$ cat config.mk
export PLATFORM = sky130hd
export DESIGN_NAME = noise_lfsr
export DESIGN_NICKNAME = d
export VERILOG_FILES = /design/src/rtl/noise_lfsr.sv
export SDC_FILE = /design/constraint.sdc
export NUM_CORES = 1
export LEC_CHECK = 0
export BUFFER_PORTS_ARGS = -buffer_cell sky130_fd_sc_hd__buf_2
export CELL_PAD_IN_SITES_DETAIL_PLACEMENT = 0
export CELL_PAD_IN_SITES_GLOBAL_PLACEMENT = 1
export CORE_ASPECT_RATIO = 1.1
export CORE_MARGIN = 3
export CORE_UTILIZATION = 45
export CTS_BUF_LIST = sky130_fd_sc_hd__clkbuf_2
export CTS_CLUSTER_SIZE = 40
export DETAILED_ROUTE_END_ITERATION = 7
export PLACE_DENSITY = 0.77
export REMOVE_ABC_BUFFERS = 1
export SLEW_MARGIN = 15
export SYNTH_ARGS = -nofsm -noshare
export SYNTH_HDL_FRONTEND = slang
export SYNTH_SLANG_ARGS = --single-unit
$ cat constraint.sdc
create_clock -name clk -period 1.6 [get_ports clk]
set_input_delay 0.16 -clock clk [delete_from_list [all_inputs] [get_ports clk]]
set_output_delay 0.16 -clock clk [all_outputs]
set_load 0.02 [all_outputs]
$ cat src/rtl/noise_lfsr.sv
// Noise-channel shift register: holds the noise control register, detects rising edges of
// noise_clk and advances a periodic or white-noise LFSR, reloading it on every register write.
module noise_lfsr #(
  parameter int unsigned      WIDTH = 15,
  parameter int unsigned      TAP_A = 0,
  parameter int unsigned      TAP_B = 1,
  parameter logic [WIDTH-1:0] SEED  = {1'b1, {(WIDTH-1){1'b0}}}
) (
  input  logic       clk,
  input  logic       rst_n,
  input  logic       noise_wr,
  input  logic [2:0] noise_data,
  input  logic       noise_clk,
  output logic [1:0] rate_sel,
  output logic       noise_out,
  output logic       shift_stb
);

  localparam int unsigned IdxW = $clog2(WIDTH);
  localparam logic [IdxW-1:0] TapAIdx = IdxW'(TAP_A);
  localparam logic [IdxW-1:0] TapBIdx = IdxW'(TAP_B);

  logic [WIDTH-1:0] lfsr_q, lfsr_d;
  logic             fb_q, fb_d;
  logic [1:0]       rate_q, rate_d;
  logic             nclk_q, nclk_d;
  logic             stb_q, stb_d;
  logic             shift_req;
  logic             feed;

  always_comb begin
    shift_req = noise_clk & ~nclk_q;
    feed      = fb_q ? (lfsr_q[TapAIdx] ^ lfsr_q[TapBIdx]) : lfsr_q[0];
    lfsr_d    = lfsr_q;
    fb_d      = fb_q;
    rate_d    = rate_q;
    nclk_d    = noise_clk;
    stb_d     = 1'b0;
    // A write reloads the LFSR and swallows a coincident edge; nclk_q still tracks the level.
    if (noise_wr) begin
      lfsr_d = SEED;
      fb_d   = noise_data[2];
      rate_d = noise_data[1:0];
    end else if (lfsr_q == '0) begin
      lfsr_d = SEED;
    end else if (shift_req) begin
      lfsr_d = {feed, lfsr_q[WIDTH-1:1]};
      stb_d  = 1'b1;
    end
  end

  always_ff @(posedge clk) begin
    if (!rst_n) begin
      lfsr_q <= SEED;
      fb_q   <= 1'b0;
      rate_q <= 2'b00;
      nclk_q <= 1'b0;
      stb_q  <= 1'b0;
    end else begin
      lfsr_q <= lfsr_d;
      fb_q   <= fb_d;
      rate_q <= rate_d;
      nclk_q <= nclk_d;
      stb_q  <= stb_d;
    end
  end

  assign rate_sel  = rate_q;
  assign noise_out = lfsr_q[0];
  assign shift_stb = stb_q;

endmodule
==> results <==
- The flow ran to the end, and the final reports show no timing, DRC or antenna violations.
- The global-route wire length before repair is 1.994 mm.
- The achievable clock frequency is 0.7595 GHz.
- The final period demand of the worst path is 1.317 ns.
- The post-detailed-placement cell area is 868.3 um^2.
- In the post-synthesis netlist, the biggest area contributors are sky130_fd_sc_hd__dfxtp_1 48%, sky130_fd_sc_hd__mux2i_1 22%, sky130_fd_sc_hd__nor2_1 5.9%.
- In this run, synthesis produced a sequential element count of 20.
- After synthesis, flip-flops and latches occupy 48.48% of the total area.
- The post-synthesis instance total is 74.
- The core region is 1652 um^2.
- Detailed placement ended at an HPWL of 866.6 um.
- The total number of vias is 528.
- The clock reaches the later pin of the worst-skew pair after 0.31 ns.
- The path category of the worst min-delay check is input port to flip-flop.
- The number of pins with negative max-slew slack in the final report is 0.
- The signed area change from the synthesized netlist to the final layout is 7.424%.
- The cell chosen for the clock root is sky130_fd_sc_hd__clkbuf_2.
- Data on the critical path is required at its endpoint by 1.82 ns.
- The clock network accounts for 25.7% of the total power.
- The cell taking the most area after synthesis is sky130_fd_sc_hd__dfxtp_1.
- For the worst flop-to-flop path, the logic depth is 5.
- TritonCTS built the clock tree.
- The total die area is 2386 um^2.
- Cells with a size suffix above 1 make up 22.09% of the layout.
- The post-CTS repair timing setup buffer count is 0.
- The total global routing overflow is 0.
- The routability congestion estimate from global placement is 0.7450.
- The final-report hold violation count is 0.
- The worst slack at placement is 0.2918 ns.
- Among all flip-flop cells after synthesis, the most frequent one is sky130_fd_sc_hd__dfxtp_1.
- The total standard cell area after synthesis is 825.8 um^2.
- The tightest hold path in the finished design has a slack of 0.06760 ns.
- The number of hold buffers added after CTS was 0.
- CTS built an H-tree with a depth of 1.
- The post-route fraction of the period consumed by the critical path is 82.30%.
- After routing, the total negative slack on setup checks comes to 0 ns.
- The largest incremental delay on the critical path is 0.39 ns.
- Along the worst path, the maximum fanout reaches 4.
- Setup repair after global routing left no endpoint under its margin.
- The number of DRC markers after the initial detailed-route iteration is 1.
- The sequential power share is 65.4%.
- The cell with the largest stage delay on the worst path is sky130_fd_sc_hd__dfxtp_1.
- After synthesis, the share of flip-flops with an asynchronous set or reset is 0%.
- The synthesized area per cell is 11.16 um^2.
- The area of all placed cells without fillers is 887.1 um^2.
- The TritonCTS sink count is 20.
- The clock transition time at the flip-flop clock pins of the worst setup and hold paths is 0.18 ns.
- The die is 46.85 um wide.
- The remaining antenna violation count is 0.
- The ratio of routed vias to standard cells is 5.126.
- The number of fill cells is 166.
- Max-cap violations in this run came to 0.
- Dividing total power by cell area gives a power density of 885.2 nW/um^2.
- Walking the worst path, the cells encountered are inv_1 > ha_1 > mux2_1 > mux2i_1 > nand3_1.
- The startpoint class of the critical path is a flip-flop.
- In this run the critical register-to-register path is launched from lfsr_q[0].
- The startpoint identified for the worst hold timing path is noise_clk.
- The count of buffers added on input and output ports is 10.
- After clock tree synthesis, the repair step resized 0 gates.
- For hold timing, the worst endpoint is nclk_q.
- For this run, the total global-route usage over all layers was measured as 11.99%.
- The number of buffers on the longest clock path is 2.
- The critical path arrival is 1.53 ns.
- For this run, design rule violations remaining after detail routing come to 0.
- For flop-to-flop paths, the worst setup slack is 0.28 ns.
- The number of antenna violations at the first check in global routing is 0.
- The pin count of the biggest net entering global routing is 17.
- The setup path with the least slack is of type flip-flop to flip-flop.
- The clock arrives with 0.005706 ns of skew.
- The number of synthesized flops with an enable pin is 0.
- Once the floorplan was initialized, standard cells occupied 50.00% of the core.
- After the last flow step, the layout net total stands at 95.
- The worst setup path is captured at a flip-flop.
- The number of detailed-routing iterations run before antenna repair is 2.
- The number of setup violations in the final report is 0.
- Counting instances in the post-synthesis netlist gives the leading cell types as 20 x sky130_fd_sc_hd__dfxtp_1, 18 x sky130_fd_sc_hd__mux2i_1, 13 x sky130_fd_sc_hd__nor2_1.
- The antenna diode count is 0.
- The worst hold path passes through 2 cells.
- The worst-case setup margin in the final layout is 0.2833 ns.
- The via count of the first global-routing pass is 495.
- Across the VDD grid, the largest voltage drop is 0.0004515 V.
- The actual transition at the worst max-transition pin is 0.5203 ns.
- The headroom to the max-slew limit is 65.31%.
- Pin placement for this block handled 11 I/O pins.
- For this run, the number of Yosys warnings is 0.
- In the final routed layout, each cell accounts on average for 11.97 um.
- The analysis attributes to cell leakage a power of 0.0003803 uW.
- The combinational cell fraction of total power is 8.8%.
- The fraction of power spent switching nets is 24.09%.
- The end of the worst register-to-register path is lfsr_q[14].
- Summed over all nets, the switching power comes to 189.2 uW.
- The share of the synthesized area in the top cell type is 48.48%.
- In this run, CTS created clock tree buffers numbering 3.
- The most instantiated library cell after synthesis is sky130_fd_sc_hd__dfxtp_1.
- The chip height is 50.93 um.
- The routed design has 1.233 mm of wire.
- The internal power is 596.1 uW.
- The share of the core filled with cells is 53.71%.
- The floorplan has 15 rows.
- The netlist uses 20 different library cells.
-- power by group through the flow --
| stage | Combinational (uW) | Clock (uW) | Sequential [uW] |
|---|---|---|---|
| floorplan | 42.8 | 0 | 528 |
| global placement | 69.6 | 0 | 524 |
| detailed placement | 70.1 | 0 | 524 |
| CTS | 70.3 | 222 | 514 |
| global route | 75.8 | 233 | 515 |
| finish | 69.5 | 202 | 514 |
-- stage by stage --
step | instances | power, uW
CTS | 103 | 806.6
floorplan | 71 | 571.0
global placement | 99 | 593.5
global route | 103 | 823.9
detailed placement | 99 | 594.2
finish | 103 | 785.2
-- worst max-delay path, delay by kind of cell, from the launching register on --
kind | cells | cell delay, ns
and+or+nand+nor | 1 | 0.08
muxes | 2 | 0.43
DFF | 1 | 0.39
adders and majority gates | 1 | 0.28
buffers and inverters | 1 | 0.06
-- kinds of logic (layout without fill, tap and decap cells) --
group                    after synthesis  in the layout  share of synthesized area (%)
AND/OR/NAND/NOR                       29             29                          21.52
flip-flops                            20             20                          48.48
multiplexers                          19             19                          23.18
buffers and inverters                  5             17                          5.303
adder cells (fa/ha/maj)                1              1                          1.515
-- metal layers --
metal  global-route usage [%]  share of wire (%)  vias to the layer above
met3                    3.169                4.6                        2
met5                        0                  0                        -
met4                    9.677                1.4                        0
met1                    14.91                 49                      240
met2                    16.74                 45                        7
li1                         -                  -                      279
-- sequential cells by signal, summed over array words and instances, names as in the netlist --
signal,cells
nclk_q,1
shift_stb,1
rate_sel,2
fb_q,1
lfsr_q,15
-- cells in the final DEF (no fill, tap or decap) --
cell	netlist	final
sky130_fd_sc_hd__nor2_1	13	13
sky130_fd_sc_hd__clkinv_1	0	1
sky130_fd_sc_hd__nand4_1	1	1
sky130_fd_sc_hd__inv_1	2	2
sky130_fd_sc_hd__nor4b_2	1	1
sky130_fd_sc_hd__nor4_2	2	2
sky130_fd_sc_hd__and4_1	1	1
sky130_fd_sc_hd__mux2_1	1	1
sky130_fd_sc_hd__dfxtp_1	20	20
sky130_fd_sc_hd__and2_2	1	1
sky130_fd_sc_hd__nor3_1	2	2
sky130_fd_sc_hd__nand2b_1	1	1
sky130_fd_sc_hd__mux2i_1	18	18
sky130_fd_sc_hd__ha_1	1	1
sky130_fd_sc_hd__buf_4	0	1
sky130_fd_sc_hd__and3_1	1	1
sky130_fd_sc_hd__nor2b_4	1	1
sky130_fd_sc_hd__clkbuf_2	0	3
sky130_fd_sc_hd__buf_2	1	10
sky130_fd_sc_hd__nor2b_1	4	4
sky130_fd_sc_hd__nand3_1	1	1
-- cell type report --
type / instances / area [um^2] / share of cell area, %
flip-flops and latches: 20 / 400.4 / 45.13
clock buffers: 3 / 15.01 / 1.693
clock inverters: 1 / 3.754 / 0.4231
repair buffers: 11 / 57.56 / 6.488
multi-input cells: 49 / 381.6 / 43.02
well taps: 17 / 21.27 / 2.398
inverters: 2 / 7.507 / 0.8463
-- worst max-delay path by stage --
stage               startpoint    endpoint  slack (ns)  cells past startpoint
finish               lfsr_q[0]  lfsr_q[14]        0.28                      5
detailed placement   lfsr_q[0]  lfsr_q[14]        0.29                      5
CTS                  lfsr_q[0]  lfsr_q[14]        0.28                      5
floorplan            lfsr_q[0]  lfsr_q[14]        0.21                      5
global placement     lfsr_q[0]  lfsr_q[14]        0.33                      5
global route         lfsr_q[0]  lfsr_q[14]        0.24                      5
Note: power is estimated with default switching activity, not from simulation.
